==> src/rtl/grom_io_capture.sv <==
// grom_io_capture: I/O output capture port for grom_cpu.
//
// CPU I/O writes to NUM_PORTS consecutive addresses starting at BASE_ADDR are
// queued as {channel, byte} entries in a shared FIFO. The FIFO head is drained
// through a valid/ready interface. A status register at BASE_ADDR+NUM_PORTS
// reports {full, empty, overflow, count[4:0]}. Writing it clears the sticky
// overflow flag (bit 5) and/or flushes the FIFO (bit 0).
//
// Ports:
//   clk        system clock, rising edge
//   reset_n    asynchronous active-low reset
//   addr       CPU address bus (12 bits)
//   data_in    CPU write data
//   data_out   status read data; 8'h00 unless this is a status read cycle
//   we         CPU write enable
//   ioreq      CPU I/O request; memory cycles are ignored
//   out_valid  FIFO head valid
//   out_ready  consumer accepts the head entry
//   out_chan   channel index of the head entry
//   out_data   data byte of the head entry
//   overflow   sticky flag: a write was dropped because the FIFO was full

module grom_io_capture #(
  parameter logic [11:0] BASE_ADDR = 12'h000,
  parameter int unsigned NUM_PORTS = 4,
  parameter int unsigned DEPTH     = 8,
  localparam int unsigned CHW      = (NUM_PORTS > 1) ? $clog2(NUM_PORTS) : 1
) (
  input  logic           clk,
  input  logic           reset_n,
  input  logic [11:0]    addr,
  input  logic [7:0]     data_in,
  output logic [7:0]     data_out,
  input  logic           we,
  input  logic           ioreq,
  output logic           out_valid,
  input  logic           out_ready,
  output logic [CHW-1:0] out_chan,
  output logic [7:0]     out_data,
  output logic           overflow
);

  localparam int unsigned PW = $clog2(DEPTH);
  localparam int unsigned EW = CHW + 8;

  logic [PW-1:0] wr_ptr_q, wr_ptr_d;
  logic [PW-1:0] rd_ptr_q, rd_ptr_d;
  logic [4:0]    count_q, count_d;
  logic          overflow_q, overflow_d;
  logic [EW-1:0] mem_q [DEPTH];

  logic [11:0]    offset;
  logic           in_range, is_stat;
  logic [CHW-1:0] chan;
  logic           full, empty;
  logic           push, pop, do_push, stat_wr, flush, ovf_set, ovf_clr;
  logic [EW-1:0]  head;

  // Offset from the base; an address below the base wraps to a large value
  // and so falls outside both the channel window and the status address.
  assign offset   = addr - BASE_ADDR;
  assign in_range = offset < 12'(NUM_PORTS);
  assign is_stat  = offset == 12'(NUM_PORTS);
  assign chan     = offset[CHW-1:0];

  assign full  = (count_q == 5'(DEPTH));
  assign empty = (count_q == 5'd0);

  assign push    = ioreq & we & in_range;
  assign stat_wr = ioreq & we & is_stat;
  assign flush   = stat_wr & data_in[0];
  assign pop     = out_valid & out_ready;
  // A full FIFO still accepts a push when the head leaves in the same cycle.
  assign do_push = push & (~full | pop) & ~flush;
  assign ovf_set = push & full & ~pop;
  assign ovf_clr = stat_wr & data_in[5];

  always_comb begin
    wr_ptr_d = wr_ptr_q;
    rd_ptr_d = rd_ptr_q;
    count_d  = count_q;
    if (flush) begin
      wr_ptr_d = '0;
      rd_ptr_d = '0;
      count_d  = 5'd0;
    end else begin
      if (do_push) wr_ptr_d = wr_ptr_q + PW'(1);
      if (pop)     rd_ptr_d = rd_ptr_q + PW'(1);
      unique case ({do_push, pop})
        2'b10:   count_d = count_q + 5'd1;
        2'b01:   count_d = count_q - 5'd1;
        default: count_d = count_q;
      endcase
    end
  end

  // Set has priority over clear.
  always_comb begin
    overflow_d = overflow_q;
    if (ovf_set) begin
      overflow_d = 1'b1;
    end else if (ovf_clr) begin
      overflow_d = 1'b0;
    end
  end

  always_ff @(posedge clk or negedge reset_n) begin
    if (!reset_n) begin
      wr_ptr_q   <= '0;
      rd_ptr_q   <= '0;
      count_q    <= 5'd0;
      overflow_q <= 1'b0;
    end else begin
      wr_ptr_q   <= wr_ptr_d;
      rd_ptr_q   <= rd_ptr_d;
      count_q    <= count_d;
      overflow_q <= overflow_d;
    end
  end

  // Storage is deliberately left uninitialised on reset.
  always_ff @(posedge clk) begin
    if (do_push) begin
      mem_q[wr_ptr_q] <= {chan, data_in};
    end
  end

  assign head      = mem_q[rd_ptr_q];
  assign out_chan  = head[EW-1:8];
  assign out_data  = head[7:0];
  assign out_valid = ~empty;
  assign overflow  = overflow_q;

  always_comb begin
    data_out = 8'h00;
    if (ioreq && !we && is_stat) begin
      data_out = {full, empty, overflow_q, count_q};
    end
  end

endmodule

==> config.mk <==
export PLATFORM = sky130hd
export DESIGN_NAME = grom_io_capture
export DESIGN_NICKNAME = d
export VERILOG_FILES = /design/src/rtl/grom_io_capture.sv
export SDC_FILE = /design/constraint.sdc
export NUM_CORES = 1
export LEC_CHECK = 0
export BUFFER_PORTS_ARGS = -buffer_cell sky130_fd_sc_hd__buf_2
export CAP_MARGIN = 10
export CORE_MARGIN = 2
export CORE_UTILIZATION = 30
export CTS_CLUSTER_SIZE = 24
export DETAILED_ROUTE_END_ITERATION = 7
export GPL_TIMING_DRIVEN = 1
export PLACE_DENSITY_LB_ADDON = 0.3
export SLEW_MARGIN = 20
export SYNTH_ARGS = -nofsm -noshare
export SYNTH_HDL_FRONTEND = slang
export SYNTH_SLANG_ARGS = --single-unit
==> constraint.sdc <==
create_clock -name clk -period 3.25 [get_ports clk]
set_input_delay 0.325 -clock clk [delete_from_list [all_inputs] [get_ports clk]]
set_output_delay 0.325 -clock clk [all_outputs]
set_load 0.005 [all_outputs]
==> impl_metrics.yaml, run 1 <==
sta:
  fin_crit_sh_pct: 86.1
  timing.final.crit_period_ns: 2.80
  slew_headroom_pct: 57.5
  hold_ws_ns: 0.269
  tightest_slew_ns: 0.637
  rsz0062_at_grt: "no"
  hold_viol_final: 0
  setup_ws_ns: 0.451
  skew_ns: 0.00421
  setup_viol: 0
  finalSetupTns_ns: 0
  fmax_ghz: 0.357
  slew_violations: 0
clocking:
  cts_setup_buffers: 0
  clkTransAtPathRegs_ns: 0.06
  ctsResizeCount: 0
  tritoncts: "built"
  clockBufferDepth: 2
  numCtsBuffers: 9
  h-tree-depth: 3
  clk_latency_ns: 0.33
  cts-root-buf: "clkbuf_16"
  cts_hold_buffers: 1
  cts_sinks: 92
drt:
  via_per_inst: 4.75
  firstDrtPassIters: 4
  drt_first_iter_violations: 176
  route.detailed.wl_per_inst_um: 16.9
  drc_errors: 0
  drt_wl_total_um: 7790
  antenna_left: 0
  vias: 2189
setup_path:
  path_max_fanout: 5
  crit_path_max_incr_delay_ns: 0.46
  arrival_ns: 3.01
  slowest_stage: "nor4_1"
  worstSetupPathType: "reg -> reg"
  crit_path_cell_trace: "nor4_1, nand2b_1, nand3b_1, inv_1, ha_1, nor2b_1, o21a_1, or3_1, nand4_1, or3b_1"
  cp-end-kind: "flip-flop"
  cp.required_ns: 3.46
  cp-start-kind: "flip-flop"
place:
  port_buffers: 44
  pre_cts_ws_ns: 0.118
  finalWeightedCongestion: 0.845
  dpl.hpwl_um: 5160
logic_synthesis:
  synth_top_family_by_area: "multiplexers"
  synth_xor_area_share_pct: 1.12
  yosysSeqAreaShare_pct: 69.1
  synth_compound_area_share_pct: 2.33
  netlist_area_um2: 3910
  ys_ff_latch: 92
  synth_fa_ha_area_share_pct: 2.11
  ys_types: 41
  async_flop_share_pct: 13.0
  synth-edff-count: 80
  synth_warnings: 0
  synth_ff_type: "edfxtp_1"
  synth_area_per_cell_um2: 17.7
  syn_inst: 221
  syn_nets: 252
  synthMuxAreaShare_pct: 14.7
  synthSimpleGateAreaFrac_pct: 9.53
floorplanning:
  coreArea_um2: 12700
  die_w_um: 118
  die-area_um2: 14000
  row_count: 41
  floorplan.initialDensity_pct: 30.9
  die_h_um: 118
  io-pin-count: 45
global_routing:
  grt_max_degree: 23
  overflow: 0
  grt_pass1_wl_um: 12500
  track_usage_pct: 11.8
  antenna_found_initial: 0
  grt_pass1_vias: 2323
flow_run:
  max-cap-violations: 0
layout:
  final_common_cell: "edfxtp_1"
  final_util_pct: 37.3
  antennaDiodeCount: 0
  area_growth_syn_to_layout_pct: 20.7
  drive_gt1_share_pct: 38.4
  final_cell_mix: "edfxtp_1 (80), buf_2 (44), mux4_2 (20)"
  final_net_count: 315
pwr:
  finalPower_uw: 3260
  cellLeakagePower_uw: 0.00169
  powerDensity_nw_per_um2: 691
  peakVddDrop_uv: 364
hold_path:
  hp-class: "in -> reg"
run_status:
  status: "completed"
-- final cells by class --
| cell class | count | area (um^2) |
|---|---|---|
| Fill cell | 1220 | 7950 |
| Sequential cell | 92 | 2700 |
| Multi-Input combinational cell | 117 | 1180 |
| Timing Repair Buffer | 59 | 335 |
| Clock buffer | 11 | 233 |
| Tap cell | 172 | 215 |
| Clock inverter | 5 | 36.3 |
| Inverter | 5 | 18.8 |
-- cells in the mapped netlist, types with 4 or more instances --
cell	n	area share, %
and2_1	4	0.64
clkbuf_1	4	0.38
dfrtp_1	12	7.7
edfxtp_1	80	61
ha_1	5	1.6
inv_1	5	0.48
mux2_2	11	3.2
mux4_2	20	12
nand2_1	10	0.96
nand2b_1	4	0.64
nand3_1	7	0.90
nor2_1	7	0.67
nor3_1	7	0.90
-- path summary, 6_finish.rpt --
path | start | end | slack [ns] | cells past startpoint
min in group asynchronous | reset_n | count_q[0] | 0.39 | 2
worst max register to register | count_q[1] | count_q[4] | 0.45 | 10
max in group asynchronous | reset_n | rd_ptr_q[2] | 2.64 | 2
worst max-delay path | count_q[1] | count_q[4] | 0.45 | 10
worst min register to register | overflow | overflow | 0.53 | 2
worst min-delay path | data_in[3] | mem_q[2][3] | 0.27 | 1
-- power by group --
| part | total, uW | leakage, uW | switching, uW | internal (uW) |
|---|---|---|---|---|
| combinational | 909 | 0.000682 | 397 | 512 |
| sequential | 1410 | 0.000871 | 79.5 | 1330 |
| clock | 942 | 0.000134 | 420 | 523 |
-- worst max-delay path: cells and delay by family, from the launching register on --
family	cells	cell delay (ns)
compound gates	1	0.17
fa+ha+maj	1	0.32
buf+inv	1	0.10
flops	1	0.42
simple gates	7	1.66
-- metal layers --
metal	vias up	global-route usage [%]	part of all wire, %
met5	-	0	0
met4	0	3.84	1.5
met3	11	3.19	3.7
met2	53	19.6	50
met1	1116	15.1	45
li1	1009	-	-
-- through the flow --
step | instance area (um^2) | std cells
final | 4720 | 461
after global routing | 4720 | 461
after CTS | 4720 | 461
after detailed placement | 4450 | 444
after global placement | 4450 | 444
after floorplan | 3910 | 221
-- kinds of logic (layout without fill, tap and decap cells) --
logic type / count (synthesis) / after routing
AO/OA/AOI/OAI: 14 / 14
XOR/XNOR: 5 / 5
adder cells (fa/ha/maj): 6 / 6
buffers and inverters: 12 / 80
flip-flops: 92 / 92
multiplexers: 31 / 31
AND/OR/NAND/NOR: 61 / 61
-- sequential cells by signal, indices dropped and copies added (netlist names) --
| name | flops |
|---|---|
| mem_q | 80 |
| count_q | 5 |
| rd_ptr_q | 3 |
| wr_ptr_q | 3 |
| overflow | 1 |
(Power assumes the default switching activity.)
==> inputs of run 2 (changes only) <==
--- a/config.mk
+++ b/config.mk
@@ -13,6 +13,7 @@
 export DETAILED_ROUTE_END_ITERATION = 7
 export GPL_TIMING_DRIVEN = 1
 export PLACE_DENSITY_LB_ADDON = 0.3
+export RECOVER_POWER = 100
 export SLEW_MARGIN = 20
 export SYNTH_ARGS = -nofsm -noshare
 export SYNTH_HDL_FRONTEND = slang
==> run 2 against run 1 <==
Against the previous run: highest routed layer unchanged; combinational power decreased by 2.5%; utilization is 0.73 points lower; die area is the same; clock skew is essentially flat; largest power group unchanged; first-iteration DRC count up 2.3%; worst hold slack improved by 0.025 ns; sequential power is essentially flat; sequential share of layout area rose by 1.1 points; total power decreased by 0.75%.
==> impl_metrics.yaml, run 2 (synthesis gave the netlist of run 1 again) <==
run_status:
  status: "completed"
setup_path:
  cp-start-kind: "input pin"
  arrival_ns: 2.86
  cp-end-kind: "flip-flop"
  path_max_fanout: 10
  worstSetupPathType: "in -> reg"
  cp.required_ns: 3.21
  reg2reg_depth: 10
clocking:
  h-tree-depth: 3
  numCtsBuffers: 9
  clockBufferDepth: 2
  cts_sinks: 92
  tritoncts: "built"
  cts-root-buf: "clkbuf_16"
  clkTransAtPathRegs_ns: 0.06
  cts_setup_buffers: 0
  clk_latency_ns: 0.33
layout:
  top_register: "mem_q"
  reg_top3: "mem_q: 80 flops, count_q: 5 flops"
  final_cell_mix: "edfxtp_1 (80), clkbuf_1 (32), buf_2 (22)"
  final_common_cell: "edfxtp_1"
  area_growth_syn_to_layout_pct: 18.4
  final_util_pct: 36.6
  drive_gt1_share_pct: 27.0
  design_area_um2: 4630
  antennaDiodeCount: 0
  largest_reg_flops: 80
  final_net_count: 315
sta:
  hold_viol_final: 0
  timing.final.crit_period_ns: 2.90
  slew_violations: 0
  skew_ns: 0.00464
  fin_crit_sh_pct: 89.2
  finalSetupTns_ns: 0
  rsz0062_at_grt: "no"
  setup_ws_ns: 0.350
  slew_headroom_pct: 41.7
  setup_viol: 0
  fmax_ghz: 0.345
  hold_ws_ns: 0.293
  tightest_slew_ns: 0.874
global_routing:
  grt_pass1_vias: 2323
  grt_max_degree: 23
  overflow: 0
  grt_pass1_wl_um: 12500
  antenna_found_initial: 0
  track_usage_pct: 11.8
floorplanning:
  row_count: 41
  coreArea_um2: 12700
  floorplan.initialDensity_pct: 30.9
  die_h_um: 118
  io-pin-count: 45
  die_w_um: 118
  die-area_um2: 14000
place:
  finalWeightedCongestion: 0.845
  postPlaceCellArea_um2: 4450
  port_buffers: 44
  dpl.hpwl_um: 5160
  pre_cts_ws_ns: 0.118
pwr:
  peakVddDrop_uv: 362
  clkPwrFrac_pct: 29.0
  power_frac_seq_pct: 43.6
  pwr-share-comb_pct: 27.4
  cellLeakagePower_uw: 0.00156
  powerDensity_nw_per_um2: 699
  power_switching_share_pct: 27.6
  power_switching_uw: 894
  power.internal_uw: 2340
hold_path:
  hp-class: "in -> reg"
  hold_depth: 3
drt:
  drc_errors: 0
  antenna_left: 0
  via_per_inst: 4.74
  firstDrtPassIters: 4
  route.detailed.wl_per_inst_um: 16.9
  vias: 2184
  drt_wl_total_um: 7800
  drt_first_iter_violations: 180
flow_run:
  max-cap-violations: 0
==> run 2: area by class of cell <==
class | instances | area [um^2]
timing repair buffer | 59 | 264
sequential | 92 | 2700
tap | 172 | 215
multi-input combinational | 117 | 1160
clock inverter | 5 | 36.3
clock buffer | 11 | 233
fill | 1245 | 8040
inverter | 5 | 18.8
==> run 2: final timing paths <==
path | startpoint | to | slack [ns]
min in group asynchronous | reset_n | count_q[0] | 0.54
min reg2reg | overflow | overflow | 0.53
min | out_ready | rd_ptr_q[1] | 0.29
max | addr[5] | mem_q[2][1] | 0.35
max in group asynchronous | reset_n | rd_ptr_q[2] | 2.28
max reg2reg | count_q[1] | count_q[4] | 0.45
==> run 2: metal layers <==
| metal | wire length [um] | part of all wire, % | GRT usage (%) | vias to the layer above |
|---|---|---|---|---|
| li1 | - | - | - | 1007 |
| met1 | 3440 | 44 | 15.1 | 1106 |
| met2 | 3880 | 50 | 19.6 | 61 |
| met3 | 362 | 4.6 | 3.19 | 10 |
| met4 | 110 | 1.4 | 3.84 | 0 |
| met5 | 0 | 0 | 0 | - |
==> run 2: stage by stage <==
stage               instances  total power [uW]
global route              461              3430
global placement          444              2360
floorplan                 221              2090
finish                    461              3240
CTS                       461              3320
detailed placement        444              2370
==> run 2: what timing repair did <==
item,in CTS,in global routing
gates resized for setup,0,0
endpoints found under the hold margin,12,0
hold buffers,1,0
==> run 2: power by group through the flow <==
stage | sequential [uW] | clock (uW) | combinational (uW)
after floorplan | 1400 | 0 | 688
after global placement | 1440 | 0 | 922
final | 1410 | 941 | 886
after CTS | 1410 | 972 | 937
after detailed placement | 1440 | 0 | 935
after global routing | 1420 | 1020 | 992
==> run 2: critical path, stage by stage <==
cell and delay, ns:
buf_2 0.09, or4_4 0.54, nor4_1 0.41, clkbuf_1 0.32, nand2_1 0.25, nor4b_2 0.30, clkbuf_1 0.63
==> inputs of run 3 (changes only) <==
--- a/config.mk
+++ b/config.mk
@@ -8,7 +8,7 @@
 export BUFFER_PORTS_ARGS = -buffer_cell sky130_fd_sc_hd__buf_2
 export CAP_MARGIN = 10
 export CORE_MARGIN = 2
-export CORE_UTILIZATION = 30
+export CORE_UTILIZATION = 40
 export CTS_CLUSTER_SIZE = 24
 export DETAILED_ROUTE_END_ITERATION = 7
 export GPL_TIMING_DRIVEN = 1
==> constraint.sdc (replaced) <==
create_clock -name clk -period 3.25 [get_ports clk]
set_input_delay 0.1625 -clock clk [delete_from_list [all_inputs] [get_ports clk]]
set_output_delay 0.1625 -clock clk [all_outputs]
set_load 0.005 [all_outputs]
==> run 3 against run 2 <==
Against the previous run: maximum frequency is 4.2% higher; global-route usage is 2.7 points higher; design area is 2.4% lower; final cell count is 8.5% lower; critical endpoint is now count_q[4].
==> impl_metrics.yaml, run 3 (synthesis gave the netlist of run 1 again) <==
floorplanning:
  die_h_um: 103
  io-pin-count: 45
  die-area_um2: 10600
  die_w_um: 103
  coreArea_um2: 9640
  row_count: 36
  floorplan.initialDensity_pct: 40.6
setup_path:
  worstSetupPathType: "reg -> reg"
  cp.required_ns: 3.48
  rrSetupSlack_ns: 0.47
  cp-end-kind: "flip-flop"
  cp-start-kind: "flip-flop"
  arrival_ns: 3.01
  reg2reg_depth: 10
  r2r-start: "count_q[1]"
  timing.rr.end: "count_q[4]"
  path_max_fanout: 5
global_routing:
  grt_pass1_wl_um: 10900
  track_usage_pct: 14.5
  grt_pass1_vias: 2053
  grt_max_degree: 22
  antenna_found_initial: 0
  overflow: 0
clocking:
  numCtsBuffers: 9
  ctsResizeCount: 0
  clk_latency_ns: 0.35
  tritoncts: "built"
  cts_hold_buffers: 1
  cts_sinks: 92
  clkTransAtPathRegs_ns: 0.09
  cts_setup_buffers: 0
  clockBufferDepth: 2
  cts-root-buf: "clkbuf_8"
  h-tree-depth: 3
sta:
  finalSetupTns_ns: 0
  hold_ws_ns: 0.106
  setup_ws_ns: 0.468
  fmax_ghz: 0.359
  rsz0062_at_grt: "no"
  skew_ns: 0.0130
  tightest_slew_ns: 0.944
  slew_headroom_pct: 37.1
  timing.final.crit_period_ns: 2.78
  setup_viol: 0
  hold_viol_final: 0
  fin_crit_sh_pct: 85.6
  slew_violations: 0
run_status:
  status: "completed"
layout:
  final_util_pct: 46.9
  drive_gt1_share_pct: 26.3
  fillCellCount: 893
  reg_top3: "mem_q: 80 flops, count_q: 5 flops"
  area_growth_syn_to_layout_pct: 15.5
  largest_reg_flops: 80
  final_cell_mix: "edfxtp_1 (80), clkbuf_1 (32), buf_2 (24)"
  final_net_count: 315
  final_common_cell: "edfxtp_1"
  top_register: "mem_q"
  antennaDiodeCount: 0
flow_run:
  max-cap-violations: 0
drt:
  route.detailed.wl_per_inst_um: 16.9
  drc_errors: 0
  drt_wl_total_um: 7130
  vias: 2137
  firstDrtPassIters: 5
  via_per_inst: 5.06
  drt_first_iter_violations: 89
  antenna_left: 0
pwr:
  powerDensity_nw_per_um2: 690
  peakVddDrop_uv: 362
  cellLeakagePower_uw: 0.00154
  finalPower_uw: 3120
place:
  port_buffers: 44
  dpl.hpwl_um: 4620
  pre_cts_ws_ns: 0.276
  finalWeightedCongestion: 0.822
hold_path:
  hold_start: "out_ready"
  hp-class: "in -> reg"
  hold_depth: 3
  min_to: "rd_ptr_q[1]"
==> run 3: metal layers <==
metal,share of wire (%),routed length (um),GRT usage (%)
met5,0,0,0
met4,0.80,57,4.55
met3,5.2,369,3.73
met2,50,3590,24.2
met1,44,3120,18.8
==> run 3: stage by stage <==
stage,cell area (um^2),instances
after floorplan,3910,221
after global placement,4400,405
after detailed placement,4400,405
after CTS,4630,422
after global routing,4520,422
final,4520,422
==> run 3: worst max path at each step <==
stage	from	to	slack, ns	cells past startpoint
global placement	addr[5]	count_q[4]	0.34	11
finish	count_q[1]	count_q[4]	0.47	10
floorplan	addr[5]	mem_q[2][0]	0.31	4
CTS	count_q[1]	count_q[4]	0.48	10
global route	addr[5]	mem_q[1][0]	0.22	8
detailed placement	addr[5]	count_q[4]	0.28	11
==> run 3: critical path: stages, from the launching register on <==
cell and delay (ns):
dfrtp_1 0.44, nor4_1 0.43, nand2b_1 0.12, nand3b_1 0.16, inv_1 0.10, ha_1 0.32
nor2b_1 0.14, o21a_1 0.17, or3_1 0.32, nand4_1 0.10, or3b_1 0.36
==> run 3: final cells by class <==
class | count | area [um^2] | area share [%]
multi-input combinational | 117 | 1150 | 25.3
clock inverter | 6 | 93.8 | 2.08
clock buffer | 10 | 128 | 2.82
timing repair buffer | 59 | 267 | 5.89
sequential | 92 | 2700 | 59.8
tap | 133 | 166 | 3.68
inverter | 5 | 18.8 | 0.415
==> run 3: report_power, final <==
part	internal [uW]	leakage (uW)	total, uW	switching [uW]
sequential	1330	0.000871	1470	138
combinational	499	0.000559	829	330
clock	440	0.000107	824	384
